File: src/rtl/conv_serializer_pkg.sv
// Shared CNN package: derived widths and the serializer FSM encoding.
package conv_serializer_pkg;

   // Serializer control states
   typedef enum logic {
      ST_IDLE = 1'b0,
      ST_SEND = 1'b1
   } ser_state_t;

   // Width of one upstream conv channel: output sample bits plus accumulator growth
   function automatic int unsigned in_bits(input int unsigned data_bits,
                                           input int unsigned filter_size);
      return data_bits + filter_size;
   endfunction

   // Index width for a count of n items, never narrower than one bit
   function automatic int unsigned idx_width(input int unsigned n);
      return (n <= 1) ? 1 : $clog2(n);
   endfunction

endpackage

File: src/rtl/sync_fifo.sv
// Single-clock FIFO with registered full/empty flags; push on full succeeds
// only when a pop happens in the same cycle.
module sync_fifo #(
   parameter int unsigned WIDTH = 8,
   parameter int unsigned DEPTH = 4
) (
   input  logic                       clk,
   input  logic                       rst,
   input  logic                       i_push,
   input  logic                       i_pop,
   input  logic [WIDTH-1:0]           i_data,
   output logic [WIDTH-1:0]           o_data,
   output logic                       o_full,
   output logic                       o_empty,
   output logic [$clog2(DEPTH):0]     o_count
);

   localparam int unsigned AW    = $clog2(DEPTH);
   localparam int unsigned CNT_W = AW + 1;

   logic [WIDTH-1:0] r_mem [DEPTH];
   logic [AW-1:0]    r_wptr;
   logic [AW-1:0]    r_rptr;
   logic [CNT_W-1:0] r_count;
   logic             r_full;
   logic             r_empty;

   logic             w_do_push;
   logic             w_do_pop;
   logic [CNT_W-1:0] w_count_nxt;

   assign w_do_pop  = i_pop && !r_empty;
   assign w_do_push = i_push && (!r_full || w_do_pop);

   // Occupancy after this cycle's push/pop
   always_comb begin
      w_count_nxt = r_count;
      case ({w_do_push, w_do_pop})
         2'b10:   w_count_nxt = r_count + CNT_W'(1);
         2'b01:   w_count_nxt = r_count - CNT_W'(1);
         default: w_count_nxt = r_count;
      endcase
   end

   // Storage array; contents need no reset since reads are qualified by empty
   always_ff @(posedge clk) begin
      if (w_do_push) begin
         r_mem[r_wptr] <= i_data;
      end
   end

   // Pointers, occupancy and status flags
   always_ff @(posedge clk or posedge rst) begin
      if (rst) begin
         r_wptr  <= '0;
         r_rptr  <= '0;
         r_count <= '0;
         r_full  <= 1'b0;
         r_empty <= 1'b1;
      end else begin
         if (w_do_push) begin
            r_wptr <= r_wptr + AW'(1);
         end
         if (w_do_pop) begin
            r_rptr <= r_rptr + AW'(1);
         end
         r_count <= w_count_nxt;
         r_full  <= (w_count_nxt == CNT_W'(DEPTH));
         r_empty <= (w_count_nxt == '0);
      end
   end

   assign o_data  = r_mem[r_rptr];
   assign o_full  = r_full;
   assign o_empty = r_empty;
   assign o_count = r_count;

endmodule

File: src/rtl/conv_serializer.sv
// Buffers multi-channel conv pixels and streams them out one channel per
// handshake, applying ReLU and saturation, with frame-end marking.
module conv_serializer
   import conv_serializer_pkg::*;
#(
   parameter int unsigned CHANNEL_LEN = 3,
   parameter int unsigned DATA_BITS   = 8,
   parameter int unsigned FILTER_SIZE = 5,
   parameter int unsigned OUT_W       = 24,
   parameter int unsigned OUT_H       = 24,
   parameter int unsigned FIFO_DEPTH  = 4
) (
   input  logic                                                  clk,
   input  logic                                                  rst,
   input  logic                                                  in_val,
   input  logic [CHANNEL_LEN*in_bits(DATA_BITS, FILTER_SIZE)-1:0] data_in,
   input  logic                                                  out_rdy,
   output logic                                                  out_val,
   output logic [DATA_BITS-1:0]                                  data_out,
   output logic [idx_width(CHANNEL_LEN)-1:0]                     out_ch,
   output logic                                                  out_last,
   output logic                                                  overflow
);

   localparam int unsigned IN_BITS = in_bits(DATA_BITS, FILTER_SIZE);
   localparam int unsigned WORD_W  = CHANNEL_LEN * IN_BITS;
   localparam int unsigned CH_W    = idx_width(CHANNEL_LEN);
   localparam int unsigned COL_W   = idx_width(OUT_W);
   localparam int unsigned ROW_W   = idx_width(OUT_H);
   localparam int unsigned CNT_W   = $clog2(FIFO_DEPTH) + 1;

   localparam logic [CH_W-1:0]    LAST_CH  = CH_W'(CHANNEL_LEN - 1);
   localparam logic [COL_W-1:0]   LAST_COL = COL_W'(OUT_W - 1);
   localparam logic [ROW_W-1:0]   LAST_ROW = ROW_W'(OUT_H - 1);
   localparam logic [IN_BITS-1:0] SAT_MAX  = IN_BITS'((1 << DATA_BITS) - 1);

   ser_state_t        r_state;
   ser_state_t        w_state_nxt;
   logic [CH_W-1:0]   r_ch;
   logic [CH_W-1:0]   w_ch_nxt;
   logic [COL_W-1:0]  r_col;
   logic [COL_W-1:0]  w_col_nxt;
   logic [ROW_W-1:0]  r_row;
   logic [ROW_W-1:0]  w_row_nxt;
   logic              r_overflow;

   logic              w_xfer;
   logic              w_pop;
   logic              w_push;
   logic              w_full;
   logic              w_empty;
   logic [CNT_W-1:0]  w_count;
   logic              w_last_word;
   logic [WORD_W-1:0] w_head;
   logic [IN_BITS-1:0]   w_ch_raw;
   logic [DATA_BITS-1:0] w_ch_conv;

   // Handshake decode: a word leaves the FIFO when its final channel transfers
   assign w_xfer      = out_val && out_rdy;
   assign w_pop       = w_xfer && (r_ch == LAST_CH);
   assign w_push      = in_val && (!w_full || w_pop);
   assign w_last_word = (w_count == CNT_W'(1)) && !w_push;

   // Input word buffer
   sync_fifo #(
      .WIDTH (WORD_W),
      .DEPTH (FIFO_DEPTH)
   ) u_fifo (
      .clk     (clk),
      .rst     (rst),
      .i_push  (w_push),
      .i_pop   (w_pop),
      .i_data  (data_in),
      .o_data  (w_head),
      .o_full  (w_full),
      .o_empty (w_empty),
      .o_count (w_count)
   );

   // FSM state and channel index register
   always_ff @(posedge clk or posedge rst) begin
      if (rst) begin
         r_state <= ST_IDLE;
         r_ch    <= '0;
      end else begin
         r_state <= w_state_nxt;
         r_ch    <= w_ch_nxt;
      end
   end

   // Next state: enter SEND as the first word lands, leave after the final
   // channel of the final buffered word, otherwise restart at channel 0
   always_comb begin
      w_state_nxt = r_state;
      w_ch_nxt    = r_ch;
      case (r_state)
         ST_IDLE: begin
            w_ch_nxt = '0;
            if (!w_empty || w_push) begin
               w_state_nxt = ST_SEND;
            end
         end
         ST_SEND: begin
            if (w_xfer) begin
               if (r_ch == LAST_CH) begin
                  w_ch_nxt = '0;
                  if (w_last_word) begin
                     w_state_nxt = ST_IDLE;
                  end
               end else begin
                  w_ch_nxt = r_ch + CH_W'(1);
               end
            end
         end
         default: begin
            w_state_nxt = ST_IDLE;
            w_ch_nxt    = '0;
         end
      endcase
   end

   // Pixel position counters register
   always_ff @(posedge clk or posedge rst) begin
      if (rst) begin
         r_col <= '0;
         r_row <= '0;
      end else begin
         r_col <= w_col_nxt;
         r_row <= w_row_nxt;
      end
   end

   // Raster advance: one pixel per popped word, wrapping at the frame edge
   always_comb begin
      w_col_nxt = r_col;
      w_row_nxt = r_row;
      if (w_pop) begin
         if (r_col == LAST_COL) begin
            w_col_nxt = '0;
            w_row_nxt = (r_row == LAST_ROW) ? '0 : r_row + ROW_W'(1);
         end else begin
            w_col_nxt = r_col + COL_W'(1);
         end
      end
   end

   // Sticky drop flag: a word arrived with no room and nothing leaving
   always_ff @(posedge clk or posedge rst) begin
      if (rst) begin
         r_overflow <= 1'b0;
      end else if (in_val && w_full && !w_pop) begin
         r_overflow <= 1'b1;
      end
   end

   assign w_ch_raw = w_head[int'(r_ch) * IN_BITS +: IN_BITS];

   // ReLU then saturate the selected channel into the unsigned sample range
   always_comb begin
      w_ch_conv = w_ch_raw[DATA_BITS-1:0];
      if (w_ch_raw[IN_BITS-1]) begin
         w_ch_conv = '0;
      end else if (w_ch_raw > SAT_MAX) begin
         w_ch_conv = '1;
      end
   end

   assign out_val  = (r_state == ST_SEND);
   assign data_out = out_val ? w_ch_conv : '0;
   assign out_ch   = r_ch;
   assign out_last = out_val && (r_ch == LAST_CH) &&
                     (r_col == LAST_COL) && (r_row == LAST_ROW);
   assign overflow = r_overflow;

endmodule

File: config.mk
export PLATFORM = sky130hd
export DESIGN_NAME = conv_serializer
export DESIGN_NICKNAME = d
export VERILOG_FILES = /design/src/rtl/conv_serializer_pkg.sv /design/src/rtl/sync_fifo.sv /design/src/rtl/conv_serializer.sv
export SDC_FILE = /design/constraint.sdc
export NUM_CORES = 1
export LEC_CHECK = 0
export CORE_ASPECT_RATIO = 2
export CORE_UTILIZATION = 30
export DETAILED_ROUTE_END_ITERATION = 8
export SLEW_MARGIN = 10
export SYNTH_ARGS = -nofsm -noshare
export SYNTH_HDL_FRONTEND = slang
export SYNTH_HIERARCHICAL = 1
export SYNTH_SLANG_ARGS = --single-unit
File: constraint.sdc
create_clock -name clk -period 8.5 [get_ports clk]
set_clock_uncertainty 0.05 [all_clocks]
set_input_delay 0.85 -clock clk [delete_from_list [all_inputs] [get_ports clk]]
set_output_delay 0.85 -clock clk [all_outputs]
set_load 0.01 [all_outputs]
Word level (Yosys, flattened, before mapping) --
Memory sizes are Yosys's and may differ from the RTL's. Cells that the tools add are included.
Storage, ports and cells: bits in registers 23, bits in writable memories 156, input bits 43, output and inout bits 13, word-level logic and storage cells 66, memories kept 1
Cells by class: add/subtract/negate cells 7, multipliers 1, $lt $le $gt $ge 1, equality and inequality tests 8, shift operators 1, mux-type cells 16, bitwise logic cells 1, reduce and logical (&&, ||, !) cells 20
Memories:
- u_fifo.r_mem | words 4, bits a word 39, read ports 1, clocked after Yosys merged registers in 0, wr ports 1, line sync_fifo.sv:21 | logic [WIDTH-1:0] r_mem [DEPTH];
Operators by type and width (number):
- $shiftx 39x7->13 | 1
- $mux 8 | 3
- $gt 13x8->1 const B | 1
- $logic_and 1x1->1 | 11
- $add 5x1->5 const B | 2
- $eq 5x5->1 const B | 2
- $mux 5 | 2
- $add 2x1->2 const B | 3
- $mul 2x4->6 const B | 1
- $mux 1 | 6
- $pmux 3 s2 | 1
- $eq 2x2->1 const B | 2
- $logic_not 1->1 | 4
- $mux 2 | 2
- $pmux 2 s2 | 1
- $add 3x1->3 const B | 1
- $eq 3x1->1 const B | 1
- $eq 3x3->1 const B | 1
- $logic_not 3->1 | 1
- $logic_or 1x1->1 | 3
- $sub 3x1->3 const B | 1
- $eq 2x1->1 const B | 1
- $ne 2x1->1 const B | 1
- $pmux 1 s2 | 1
- other kinds (2) | 2

Longest topological paths before layout --
Gate-level depths: netlist (run 1).
depth in word-level cells 10, mapped depth 13, depth with buffers taken out 11

Modules after synthesis --
Netlist (run 1), hierarchy kept.
Modules (own cells, without submodules):
- sync_fifo | instances 1, cells an instance 251, area an instance 6189.7 sq um, sequential area each 4911.0 sq um
- conv_serializer | instances 1, cells an instance 103, area an instance 959.7 sq um, sequential area each 350.3 sq um

Worst setup path after synthesis (run 1) --
OpenSTA, ideal clock, no wires.
path kind input-to-reg, from input port out_rdy, to memory u_fifo/r_mem[0][0] (netlist name), enable pin, library setup time 0.400 ns, data arrival time 2.695 ns, data required time 8.050 ns, setup slack 5.355 ns, cell stages on the path 6, path buffers 1, cell sequence nand4b_1 clkbuf_1 inv_1 nor2b_2 o21a_1 and2_1
Between the ends: word-level cells in the longest chain between the ends 7, elaborated cells on any way between the ends 9, those cells by class mux: 2; reduce/logical: 7
Ends and longest elaborated chain:
- start, declared | line conv_serializer.sv:17 | input logic out_rdy,
- $logic_and 1x1->1 | line conv_serializer.sv:59 | assign w_xfer = out_val && out_rdy;
- $logic_and 1x1->1 | line conv_serializer.sv:60 | assign w_pop = w_xfer && (r_ch == LAST_CH);
- named net w_pop | line conv_serializer.sv:48 | logic w_pop;
- $logic_and 1x1->1 | line sync_fifo.sv:32 | assign w_do_pop = i_pop && !r_empty;
- named net u_fifo.w_do_pop | line sync_fifo.sv:29 | logic w_do_pop;
- $logic_or 1x1->1 | line sync_fifo.sv:33 | assign w_do_push = i_push && (!r_full || w_do_pop);
- $logic_and 1x1->1 | line sync_fifo.sv:33
- $mux 1 | line sync_fifo.sv:47 | if (w_do_push) begin
- $mux 1 (not written as such) | line sync_fifo.sv:48 | r_mem[r_wptr] <= i_data;
- end, declared | line sync_fifo.sv:21
The timed path passes the listed nets, and every way through them passes these cells.

Final worst setup path (run 1) --
from register u_fifo.r_rptr[0], to output port data_out[2]
Between the ends: word-level cells in the longest chain between the ends 6
Ends and longest elaborated chain:
- start, declared | line sync_fifo.sv:23 | logic [AW-1:0] r_rptr;
- start signal, assigned | line sync_fifo.sv:65 | r_rptr <= r_rptr + AW'(1);
- $mem_v2 4x39 (*)
- named net w_head[35] | line conv_serializer.sv:54 | logic [WORD_W-1:0] w_head;
- $shiftx 39x7->13 (*) | line conv_serializer.sv:156 | assign w_ch_raw = w_head[int'(r_ch) * IN_BITS +: IN_BITS];
- $gt 13x8->1 | line conv_serializer.sv:163 | end else if (w_ch_raw > SAT_MAX) begin
- $mux 8 | line conv_serializer.sv:163
- $mux 8 (*) | line conv_serializer.sv:161 | if (w_ch_raw[IN_BITS-1]) begin
- $mux 8 (*) | line conv_serializer.sv:169 | assign data_out = out_val ? w_ch_conv : '0;
- end, declared | line conv_serializer.sv:19 | output logic [DATA_BITS-1:0] data_out,
The timed path passes the listed nets; every way through them passes the cells marked *.

==> impl_metrics.ini, run 1 <==
[outcome]
status = finished with violations
violations = DRC

[timing]
rsz0062_at_grt = no
tns_ns = 0
holdWs_ns = 0.446
period_share_pct = 58.1
clock.fmax_ghz = 0.202
relSlewSlack_pct = 21.4
setup-violations-final = 0
final_max_slew_viol_count = 0
hold_viol_final = 0
period_minus_slack_ns = 4.94
tightest_slew_ns = 1.18

[place]
gp_congestion = 0.725
dpl.hpwl_mm = 9.03
io_buffers = 55

[yosys]
synth_ff_type = edfxtp_1
yosysWarnings = 6
synth_top_cell_area_share_pct = 65.5
synth_cells = 354
yosysMostFrequentCell = edfxtp_1
async_flop_share_pct = 12.8
synth.area.top_cells = edfxtp_1, mux4_2, dfrtp_1
synth-edff-count = 156
yosysTopAreaCell = edfxtp_1
synthesis.nets = 405
ys_seq_area_share_pct = 73.6
ys_ff_latch = 179
syn_area_per_cell_um2 = 20.2
ys_top_cells_by_count = edfxtp_1, mux4_2, dfrtp_1
ys_types = 42
synth_area_um2 = 7150

[global_routing]
grtUsageMet2_pct = 23.5
antenna_found_initial = 1
grt_max_degree = 41
grt_pass1_wl_mm = 21.6
grt.busiest_layer = met2
grt_pass1_vias = 3767
met1_usage_pct = 12.5
grt_util_met3_pct = 2.22
grt_overflow_total = 0
track_usage_pct = 12.1

[critical_path]
rr_endpoint = u_fifo/o_full$_DFF_PP0_
rr_startpoint = out_ch[1]$_DFFE_PP0P_
cp.arrival_ns = 4.04
cp.required_ns = 7.60
path_class = flop to output pin
reg2reg_slack_ns = 4.99
cp-startpoint = u_fifo/r_rptr[0]$_DFFE_PP0P_
endpoint_kind = output pin
r2r_cells = 12
crit_fanout = 30
cp-endpoint = data_out[2]
critPathLaunchType = flop

[clock_network]
cts_tree = done
cts_resized = 0
hold_buffers = 0
cts.htree.levels = 4
clock_latency_ns = 0.41
clockBufferDepth = 2
cts_sinks = 179
numCtsBuffers = 17
cts-root-buf = clkbuf_16
clk_pin_slew_worst_paths_ns = 0.06
postCtsSetupRepairBufs = 0

[layout]
nets = 470
syn_to_final_growth_pct = 19.3
final_layout_size_suffix_gt1_share_pct = 18.8

[drt]
ant_nets = 0
avgViaCountPerCell = 4.84
routed_wl_mm = 14.1
drtPass1Iterations = 6
vias = 3458
wire_per_inst_um = 19.7
drc = 2
drt_iter0_markers = 270

[floorplanning]
row_count = 79
start_util_pct = 30.6
fp.dieH_um = 220
core_um2 = 23300
die_area_um2 = 24500
die_w_um = 111
num_io_pins = 56

[power]
p_leak_nw = 2.83
power_density_nw_per_um2 = 328
vdd_drop_max_mv = 0.142

[job]
maxCapViolations = 0

[min_path]
hold_class = flop to flop
hold_start = overflow$_DFFE_PP0P_
cell families (layout without fill, tap and decap cells):
family,count (synthesis),count (layout),synth area share (%)
and+or+nand+nor,53,53,4.06
AOI/OAI and AO/OA,26,26,2.71
other,0,1,0
xor gates and xnor gates,10,10,1.23
DFF,179,179,73.6
muxes,53,53,14.4
adders and majority gates,8,8,1.51
buffers and inverters,25,102,2.54
per-stage QoR:
step	power, mW	instance area (um^2)	utilization (%)	worst slack, ns	std cells
floorplan	1.81	7150	-	5.36	354
global placement	2.05	7950	34.1	3.94	683
detailed placement	2.07	7950	34.1	3.86	683
CTS	2.83	8530	36.5	3.42	714
global route	2.93	8530	36.6	3.23	715
finish	2.80	8530	36.6	3.56	715
how the worst min path moves through the flow:
stage                               endpoint  depth (start not counted)
floorplan           u_fifo/o_empty$_DFF_PP1_                          1
global placement        overflow$_DFFE_PP0P_                          1
detailed placement      overflow$_DFFE_PP0P_                          1
CTS                     overflow$_DFFE_PP0P_                          1
global route            overflow$_DFFE_PP0P_                          1
finish                  overflow$_DFFE_PP0P_                          1
power by group:
group / internal (mW) / leakage [nW] / switching (mW) / total (mW)
sequential: 1.15 / 1.71 / 0.0755 / 1.22
combinational: 0.386 / 0.851 / 0.422 / 0.807
clock: 0.457 / 0.273 / 0.307 / 0.763
total: 1.99 / 2.83 / 0.804 / 2.80
cells in the final DEF (no fill, tap or decap), types with 7 or more instances in the layout:
cell type	instances
nor2_1	11
mux4_2	38
mux2i_1	10
inv_1	12
ha_1	7
o21ai_0	7
xnor2_1	8
nand2_1	14
a211oi_1	8
clkbuf_16	17
dfrtp_1	21
clkdlybuf4s50_1	55
edfxtp_1	156
state kept, by name (all words and copies together), names as in the netlist:
| register | cells |
|---|---|
| out_ch | 2 |
| out_val | 1 |
| overflow | 1 |
| r_col | 5 |
| r_row | 5 |
| u_fifo/o_count | 3 |
| u_fifo/o_empty | 1 |
| u_fifo/o_full | 1 |
| u_fifo/r_mem | 156 |
| u_fifo/r_rptr | 2 |
| u_fifo/r_wptr | 2 |
area by class of cell:
| cell class | count | area, um^2 |
|---|---|---|
| fillers | 2170 | 14800 |
| flip-flops and latches | 179 | 5260 |
| multi-input cells | 150 | 1710 |
| repair buffers | 59 | 581 |
| clock buffers | 19 | 433 |
| well taps | 283 | 354 |
| clock inverters | 12 | 139 |
| inverters | 12 | 45.0 |
| diodes | 1 | 2.50 |
routing by layer:
layer | up-vias | routed length (um)
li1 | 1549 | -
met1 | 1810 | 5270
met2 | 91 | 8120
met3 | 8 | 404
met4 | 0 | 289
met5 | - | 0
worst max-delay path, stage by stage, from the launching register on:
cell,delay [ns]
dfrtp_2,0.60
buf_4,0.58
mux4_2,0.58
or4b_4,0.54
o41ai_4,0.58
a211oi_1,0.18
clkdlybuf4s50_1,0.54
Power figures use the tool's default switching activity.
==> run 2, diff against run 1 <==
clock period = 4.06 ns   (was 8.5 ns; I/O delays follow)
==> impl_metrics.ini, run 2 (synthesis gave the netlist of run 1 again) <==
[layout]
diodes = 0
largest_reg_flops = 156
top_regs = u_fifo/r_mem: 156 flops, r_col: 5 flops, r_row: 5 flops
largest_register = u_fifo/r_mem
final_layout_size_suffix_gt1_share_pct = 21.7
syn_to_final_growth_pct = 20.7
fillerInstances = 2175
layout_commonest_cell = edfxtp_1
most-common-layout-cells = edfxtp_1, clkdlybuf4s50_1, mux4_2
nets = 480
final_util_pct = 37.0

[drt]
dr_wl_met2_mm = 8.32
drtPass1Iterations = 8
met1_length_mm = 5.15
avgViaCountPerCell = 4.90
vias = 3554
met3_length_um = 404
top_layer_used = met4
drc = 2
routed_wl_mm = 14.2
ant_nets = 0
drt_iter0_markers = 161
wire_per_inst_um = 19.6

[critical_path]
cpPeakStageDelay_ns = 0.59
rr_startpoint = out_ch[0]$_DFFE_PP0P_
cp.required_ns = 3.60
cp.arrival_ns = 3.41
crit_family = compound AO/OA/AOI/OAI gates
cp-endpoint = data_out[3]
crit_path_top_delay_cell = o41ai_4
crit_buf_inv = 1
endpoint_kind = output pin
critPathLaunchType = flop
worst-path-stages = 5
r2r_cells = 11
rr_endpoint = u_fifo/o_full$_DFF_PP0_
crit_chain = mux4_2, or4b_4, o41ai_4, a211oi_1, clkdlybuf4s50_1
crit_fanout = 11
reg2reg_slack_ns = 0.58
path_class = flop to output pin
cp-startpoint = u_fifo/r_rptr[0]$_DFFE_PP0P_

[floorplanning]
row_count = 79
core_um2 = 23300
num_io_pins = 56
die_w_um = 111
die_area_um2 = 24500
start_util_pct = 30.6
fp.dieH_um = 220

[timing]
fin_ws_ns = 0.193
rsz0062_at_grt = no
period_minus_slack_ns = 3.87
clock.fmax_ghz = 0.259
period_share_pct = 95.2
relSlewSlack_pct = 33.3
final_max_slew_viol_count = 0
tightest_slew_ns = 0.995
tns_ns = 0
holdWs_ns = 0.253
setup-violations-final = 0
hold_viol_final = 0

[place]
dp_slack_ns = 0.301
gp_congestion = 0.735
io_buffers = 55
dpl.hpwl_mm = 10.0

[global_routing]
antenna_found_initial = 0
grt_max_degree = 25
track_usage_pct = 12.3
grt_pass1_vias = 3855
grt_pass1_wl_mm = 21.9
grt_overflow_total = 0

[clock_network]
clockBufferDepth = 2
clk_pin_slew_worst_paths_ns = 0.06
cts_tree = done
postCtsSetupRepairBufs = 0
clock_latency_ns = 0.42
hold_buffers = 0
numCtsBuffers = 17
cts.htree.levels = 4
cts-root-buf = clkbuf_16
cts_sinks = 179
cts_resized = 0

[power]
p_leak_nw = 2.89
vdd_drop_max_mv = 0.310
power_density_nw_per_um2 = 689

[min_path]
hold_class = input pin to async pin

[job]
maxCapViolations = 0

[outcome]
status = finished with violations
violations = DRC
==> run 2: power breakdown <==
group	switching (mW)	total, mW	leakage [nW]	internal [mW]
Clock	0.651	1.61	0.279	0.963
Combinational	0.901	1.75	0.905	0.852
Sequential	0.176	2.58	1.71	2.40
Total	1.73	5.94	2.89	4.21
==> run 2: how the worst min path moves through the flow <==
| stage | depth (start not counted) | to | from |
|---|---|---|---|
| floorplan | 1 | u_fifo/o_count[0]$_DFF_PP0_ | rst |
| global placement | 1 | overflow$_DFFE_PP0P_ | overflow$_DFFE_PP0P_ |
| detailed placement | 1 | overflow$_DFFE_PP0P_ | overflow$_DFFE_PP0P_ |
| CTS | 2 | u_fifo/o_count[2]$_DFF_PP0_ | rst |
| global route | 2 | u_fifo/o_count[2]$_DFF_PP0_ | rst |
| finish | 2 | u_fifo/o_count[2]$_DFF_PP0_ | rst |
==> run 2: cell type report <==
| type | instances | area (um^2) | area share, % |
|---|---|---|---|
| multi-input combinational | 150 | 1710 | 19.9 |
| sequential | 179 | 5260 | 61.0 |
| timing repair buffer | 69 | 659 | 7.64 |
| clock inverter | 14 | 161 | 1.87 |
| tap | 283 | 354 | 4.10 |
| inverter | 12 | 45.0 | 0.522 |
| clock buffer | 18 | 429 | 4.97 |
==> run 2: worst reg2reg max path: stages (launching register included) <==
cell      delay [ns]
dfrtp_1         0.55
nand4b_1        0.56
inv_1           0.28
nor2b_2         0.28
o21a_1          0.27
inv_1           0.07
ha_1            0.25
inv_1           0.09
fa_1            0.44
and3b_1         0.21
a32oi_1         0.20
o21ai_0         0.11
==> run 2: routing by layer <==
layer | global-route usage (%) | vias to the layer above
met5 | 0 | -
met4 | 5.68 | 0
met3 | 2.52 | 20
met2 | 23.5 | 90
met1 | 12.9 | 1874
li1 | - | 1570
==> run 2: through the flow <==
| step | cells | area [um^2] | total power [mW] |
|---|---|---|---|
| finish | 725 | 8630 | 5.94 |
| global route | 725 | 8630 | 6.22 |
| CTS | 725 | 8620 | 6.03 |
| detailed placement | 693 | 8030 | 4.40 |
| global placement | 693 | 8030 | 4.34 |
| floorplan | 354 | 7150 | 3.79 |
==> run 3, diff against run 2 <==
ABC_AREA = 1   (was unset)
==> impl_metrics.ini, run 3 <==
[timing]
period_share_pct = 91.1
clock.fmax_ghz = 0.270
tightest_slew_ns = 0.676
tns_ns = 0
final_max_slew_viol_count = 0
rsz0062_at_grt = no
hold_viol_final = 0
period_minus_slack_ns = 3.70
setup-violations-final = 0
relSlewSlack_pct = 55.0

[critical_path]
reg2reg_slack_ns = 1.34
crit_fanout = 62
cp.required_ns = 3.60
rr_endpoint = u_fifo/o_full$_DFF_PP0_
path_class = flop to output pin
critPathLaunchType = flop
endpoint_kind = output pin
cp.arrival_ns = 3.24
r2r_cells = 15
rr_startpoint = out_ch[0]$_DFFE_PP0P_

[floorplanning]
num_io_pins = 56
fp.dieH_um = 223
row_count = 80
start_util_pct = 30.7
die_area_um2 = 25100
core_um2 = 23900
die_w_um = 113

[drt]
drt_iter0_markers = 292
dr_wl_met2_mm = 9.35
top_layer_used = met4
drtPass1Iterations = 4
met1_length_mm = 6.35
drc = 0
wire_per_inst_um = 18.0
routed_wl_mm = 17.0
met3_length_um = 644
ant_nets = 0
vias = 4646
avgViaCountPerCell = 4.92

[power]
power_density_nw_per_um2 = 748
power_mw = 6.53
p_leak_nw = 3.09
vdd_drop_max_mv = 0.517

[job]
maxCapViolations = 0

[yosys]
ys_types = 33
syn_area_per_cell_um2 = 12.5
ys_seq_area_share_pct = 71.7
synth_ff_type = edfxtp_1
yosysWarnings = 6
synth-edff-count = 156
synth_top_cell_area_share_pct = 63.8
yosysMostFrequentCell = edfxtp_1
ys_top_cells_by_count = edfxtp_1, nor2_1, o21ai_0
yosysTopAreaCell = edfxtp_1
synthesis.nets = 636
synth_area_um2 = 7340
async_flop_share_pct = 12.8
synth.area.top_cells = edfxtp_1, dfrtp_1, nor2_1
synth_cells = 585
ys_ff_latch = 179

[clock_network]
numCtsBuffers = 17
clk_pin_slew_worst_paths_ns = 0.06
clockBufferDepth = 2
hold_buffers = 0
cts-root-buf = clkbuf_16
cts_resized = 0
cts_sinks = 179
clock_latency_ns = 0.43
cts.htree.levels = 4
postCtsSetupRepairBufs = 0
cts_tree = done

[layout]
largest_reg_flops = 156
nets = 696
final_layout_size_suffix_gt1_share_pct = 9.88
final_util_pct = 36.5
most-common-layout-cells = edfxtp_1, nor2_1, o21ai_0
top_regs = u_fifo/r_mem: 156 flops, r_col: 5 flops, r_row: 5 flops
diodes = 0
largest_register = u_fifo/r_mem
syn_to_final_growth_pct = 19.0
layout_commonest_cell = edfxtp_1

[global_routing]
grt_pass1_vias = 4868
grt_overflow_total = 0
antenna_found_initial = 0
grt_max_degree = 63
track_usage_pct = 14.5
grt_pass1_wl_mm = 26.8

[place]
gp_congestion = 0.729
dpl.hpwl_mm = 11.3
io_buffers = 55

[outcome]
status = complete, no violations

[min_path]
hold_class = input pin to async pin
run 3: cell types whose count changed after synthesis, sizes merged, moves of 6 or more:
cell	previous run	this run
nor2	11	115
o21ai	7	88
nand2	14	56
o22ai	0	40
mux4	39	0
inv	12	34
nand3	4	19
buf	12	25
mux2i	10	0
a211oi	8	0
xnor2	8	2
run 3: power breakdown:
group	total (mW)	switching, mW	leakage, nW	internal (mW)
Combinational	2.42	1.58	1.12	0.832
Clock	1.51	0.677	0.270	0.836
Sequential	2.60	0.169	1.69	2.43
Total	6.53	2.43	3.09	4.10
run 3: per-layer routing:
layer  vias up  global-route usage [%]
li1       2217                       -
met5         -                       0
met4         0                    8.34
met2       116                    26.1
met1      2281                    15.3
met3        32                    3.15
run 3: layout make-up:
type,instances,area [um^2]
fillers,2258,15200
flip-flops and latches,179,5260
well taps,287,359
clock buffers,17,425
clock inverters,15,114
repair buffers,66,646
inverters,34,135
multi-input cells,347,1790
run 3: metrics by stage:
stage	cells	instance area [um^2]	worst slack (ns)	hold WS [ns]
CTS	945	8730	0.319	0.268
floorplan	585	7340	0.742	0.183
global placement	913	8190	0.879	0.405
finish	945	8730	0.363	0.241
global route	945	8730	0.0271	0.288
detailed placement	913	8190	0.821	0.406
run 3: cell families (layout without fill, tap and decap cells):
kind of cell	Yosys count	after routing	share of synthesized area, %
buffers and inverters	59	132	4.33
adder cells (fa/ha/maj)	8	8	1.47
flip-flops	179	179	71.7
XOR/XNOR	6	6	0.716
AO/OA/AOI/OAI	134	134	9.90
AND/OR/NAND/NOR	199	199	11.9
run 3: worst max-delay path by stage:
stage | from | end | slack [ns] | depth (start not counted)
2_1_floorplan | out_ch[0]$_DFFE_PP0P_ | u_fifo/r_mem[0][0]$_DFFE_PP_ | 0.74 | 9
6_report | u_fifo/r_rptr[0]$_DFFE_PP0P_ | data_out[3] | 0.36 | 10
5_1_grt | u_fifo/r_rptr[0]$_DFFE_PP0P_ | data_out[2] | 0.03 | 10
4_1_cts | u_fifo/r_rptr[0]$_DFFE_PP0P_ | data_out[3] | 0.32 | 10
3_5_place_dp | u_fifo/r_rptr[0]$_DFFE_PP0P_ | data_out[2] | 0.82 | 10
3_3_place_gp | u_fifo/r_rptr[0]$_DFFE_PP0P_ | data_out[4] | 0.88 | 10
run 3: critical path: stages (launching register included):
cell and delay, ns:
dfrtp_2 0.55, buf_4 0.57, o21ai_0 0.23, o22ai_1 0.25, nor2_1 0.06, nand3_1 0.07
nand2_1 0.07, nand3_2 0.25, nor2_1 0.07, nor2_1 0.09, clkdlybuf4s50_1 0.55
==> variant 1, RTL diff (settings of run 3) <==
Change the parameter `FIFO_DEPTH` from 4 to 2.
--- a/src/rtl/conv_serializer.sv
+++ b/src/rtl/conv_serializer.sv
@@ -8,7 +8,7 @@
    parameter int unsigned FILTER_SIZE = 5,
    parameter int unsigned OUT_W       = 24,
    parameter int unsigned OUT_H       = 24,
-   parameter int unsigned FIFO_DEPTH  = 4
+   parameter int unsigned FIFO_DEPTH  = 2
 ) (
    input  logic                                                  clk,
    input  logic                                                  rst,
Formal check against the unedited RTL: not equivalent (Yosys sat finds a counterexample within 4 cycles, from zero or initial values and one cycle with rst high).
==> variant 1 against run 3 <==
- critical path depth is the same
- total power shrank 43%
- die area shrank 42%
- final area is 40% lower
- sequential cell count fell by 81
- first-iteration DRC count down 37%
- sequential share of layout area fell by 6.3 points
- via count down 40%
- synthesized area fell by 43%
- synthesized cell count decreased by 34%
- worst setup slack improved by 710 ps
- wire length down 49%
- critical path type unchanged
- largest cell class unchanged
==> variant 1: results <==
[critical_path]
r2r_slack_ps = 1660
startpoint = u_fifo/r_rptr
cp.arrival_ps = 2530
timing.rr.end = u_fifo/r_mem[1][21]
cp_slowest_stage_delay_ps = 570
slowest_stage = clkdlybuf4s50_1
cp_max_fo = 39
reg2reg_depth = 10
cp-endpoint = data_out[6]

[cts]
numCtsBuffers = 9
clk_latency_ps = 340
htree_levels = 3
clk_pin_slew_ps = 70
clockBufferDepth = 2
cts_resized = 0

[detailed_routing]
avgRoutedWirePerCell_um = 13.5
vias = 2782
drtIter0Drc = 185
drt-met1-wl_um = 3250
met3_length_um = 280
detail_route.first_pass.iterations = 5
wl_met2_um = 4720

[synth]
synth_nets = 433
yosysWarnings = 6
async_flop_share_pct = 20.4
seq_area_frac_synth_pct = 67.4
avgSynthCellArea_sq_um = 10.9
synth-edff-count = 78
synth_flop_cell = edfxtp_1
synth_area_leaders = edfxtp_1 (56%), nand2_1 (14%), dfrtp_1 (11%)
ys_top_cells_by_count = nand2_1 (157), edfxtp_1 (78), nor2_1 (27)

[global_route]
grt.total_usage_pct = 12.7
grt_max_degree = 41
grt_util_met3_pct = 2.58
grtUsageMet2_pct = 22.9
grtUsageMet1_pct = 13.3
grt_pass1_wl_um = 13700

[finish]
top_regs = u_fifo/r_mem: 78 flops, r_col: 5 flops, r_row: 5 flops
nFillCells = 1335
nets = 493
drive_above_1_share_pct = 11.1
final_cells = 641
multiInputGateArea_sq_um = 1200

[place]
placed_cell_area_sq_um = 4960
dpl_worst_slack_ps = 1300
dp_cells = 625
place_congestion = 0.781
hpwl_um = 6070

[timing]
fin_crit_ps = 2980
hold_slack_ps = 253
tightestPinTransition_ps = 566

[power]
ir_drop_v = 0.000378
power.leakage_nw = 2.18

[status]
status = finished clean
variant 1: power by group:
| group | total (mW) | switching [mW] | internal (mW) |
|---|---|---|---|
| Sequential | 1.45 | 0.104 | 1.35 |
| Combinational | 1.38 | 0.864 | 0.521 |
| Clock | 0.867 | 0.378 | 0.488 |
| Total | 3.70 | 1.35 | 2.35 |
variant 1: cell type report:
cell class	instances	area share (%)
inverter	26	1.99
sequential	98	54.0
multi-input combinational	254	22.9
clock inverter	7	1.54
tap	189	4.49
timing repair buffer	58	10.9
clock buffer	9	4.27
variant 1: worst register-to-register path, delay by kind of cell (launching register included):
kind,cells,cell delay (ps)
simple gates,6,740
flops,1,480
buf+inv,4,730
variant 1: cells by family after synthesis:
group	share of synthesized area (%)
xor gates and xnor gates	1.22
AOI/OAI and AO/OA	1.84
buffers and inverters	4.15
adders and majority gates	0.890
and+or+nand+nor	24.5
DFF	67.4
==> variant 2, RTL diff (flow settings as in run 3) <==
Made on the original files. Put one more register stage on the output `overflow`. The value now appears one clock later. The other outputs are not delayed to match.
--- a/src/rtl/conv_serializer.sv
+++ b/src/rtl/conv_serializer.sv
@@ -170,7 +170,9 @@
    assign out_ch   = r_ch;
    assign out_last = out_val && (r_ch == LAST_CH) &&
                      (r_col == LAST_COL) && (r_row == LAST_ROW);
-   assign overflow = r_overflow;
+   always_ff @(posedge clk) begin
+      overflow <= r_overflow;
+   end
 
 endmodule
 
Check against the original RTL: not equivalent (a bounded check fails within 10 cycles, from zero or initial values and one cycle with rst high).
==> variant 2 against run 3 <==
- synthesized cell count rose by 0.17%
- final area rose by 0.29%
- sequential cell count rose by 1
- worst setup slack improved by 54 ps
- wire length fell by 4.4%
- count of clock-buffer cells in the layout rose by 7
- cell count fell by 0.21%
- synthesized area rose by 0.27%
- non-clock buffer count fell by 3
- die area rose by 0.27%
- total power rose by 1.1%
- critical path type unchanged
- largest cell class unchanged
==> variant 2: results <==
[global_route]
grt_pass1_vias = 4523
grtUsageMet1_pct = 15.3
grt_util_met3_pct = 2.88
grt_pass1_wl_um = 25700
overflow = 0
grt_max_degree = 79
grtUsageMet2_pct = 24.9
antenna_found_initial = 0
grt.total_usage_pct = 13.8

[cts]
clk_pin_slew_ps = 60
clockBufferDepth = 2
postCtsSetupRepairBufs = 0
clk_latency_ps = 420
cts_root_buffer = clkbuf_16
numCtsBuffers = 17
cts_resized = 0

[place]
port_buffers = 55
place_congestion = 0.764
hpwl_um = 10400

[critical_path]
r2r_slack_ps = 1450
cp_max_fo = 78
cp_slowest_stage_delay_ps = 610
startpoint = u_fifo/r_rptr[0]
cp.arrival_ps = 3190
cp-endpoint = data_out[1]
slowest_stage = buf_4
worstReg2RegStart = out_ch[0]
timing.rr.end = u_fifo/o_full

[detailed_routing]
routed.top_layer = met4
met3_length_um = 544
drt-met1-wl_um = 6470
drtIter0Drc = 291
routed_via_density = 4.85
wl_met2_um = 8830
drc = 0
routed_wl_um = 16300

[synth]
seq_area_frac_synth_pct = 71.7
ys_types = 34
synth_area_leaders = edfxtp_1 (64%), dfrtp_1 (7.5%), nor2_1 (5.6%)
synth_nets = 637
ys_top_cells_by_count = edfxtp_1 (156), nor2_1 (109), o21ai_0 (63)
synth-edff-count = 156
async_flop_share_pct = 12.8
yosysWarnings = 6

[min_path]
hold_path.class = input pin to asynchronous set/reset pin

[power]
power.leakage_nw = 3.08
intPower_mw = 4.23
ir_drop_v = 0.000465

[finish]
nets = 694
top_regs = u_fifo/r_mem: 156 flops, r_col: 5 flops, r_row: 5 flops
drive_above_1_share_pct = 8.84
antenna_cells = 0

[timing]
hold_viol_final = 0
slew_headroom_pct = 47.7

[status]
status = finished clean
-- variant 2: cell types whose count changed in the layout (fill, tap and decap cells not counted), sizes merged --
cell	delta
dfxtp	+1
clkbuf	+7
inv	-2
clkinvlp	+1
clkinv	-8
bufinv	+2
buf	-3
-- variant 2: kinds of logic (layout without fill, tap and decap cells) --
logic type                 Yosys count  after routing  synth area share (%)
buffers and inverters               59            129                  4.32
xor gates and xnor gates             6              6                 0.714
and+or+nand+nor                    199            199                  11.9
DFF                                180            180                  71.7
AOI/OAI and AO/OA                  134            134                  9.88
adders and majority gates            8              8                  1.46
-- variant 2: power by group through the flow --
| stage | combinational, mW | clock [mW] | sequential (mW) |
|---|---|---|---|
| 2_1_floorplan | 1.58 | 0 | 2.60 |
| 3_3_place_gp | 2.43 | 0 | 2.60 |
| 3_5_place_dp | 2.44 | 0 | 2.61 |
| 4_1_cts | 2.46 | 1.65 | 2.57 |
| 5_1_grt | 2.70 | 1.74 | 2.60 |
| 6_report | 2.41 | 1.62 | 2.57 |
-- variant 2: worst max-delay path: cells and delay by family, from the launching register on --
kind / cells / cell delay (ps)
buffers and inverters: 2 / 1160
AOI/OAI and AO/OA: 2 / 450
and+or+nand+nor: 6 / 730
DFF: 1 / 380
-- variant 2: final cells by class --
type / instances / area (sq um)
repair buffers: 63 / 611
multi-input cells: 347 / 1790
fillers: 2253 / 15200
well taps: 287 / 359
inverters: 34 / 135
clock buffers: 24 / 452
flip-flops and latches: 180 / 5280
clock inverters: 8 / 128
-- variant 2: through the flow --
stage,hold WS (ps),setup WS [ps],std cells,power [mW],cell area (sq um)
after floorplan,183,742,586,4.18,7360
after global placement,310,892,911,5.03,8180
after detailed placement,314,844,911,5.05,8180
after CTS,228,364,943,6.69,8760
after global routing,247,126,943,7.04,8760
final,235,417,943,6.61,8760
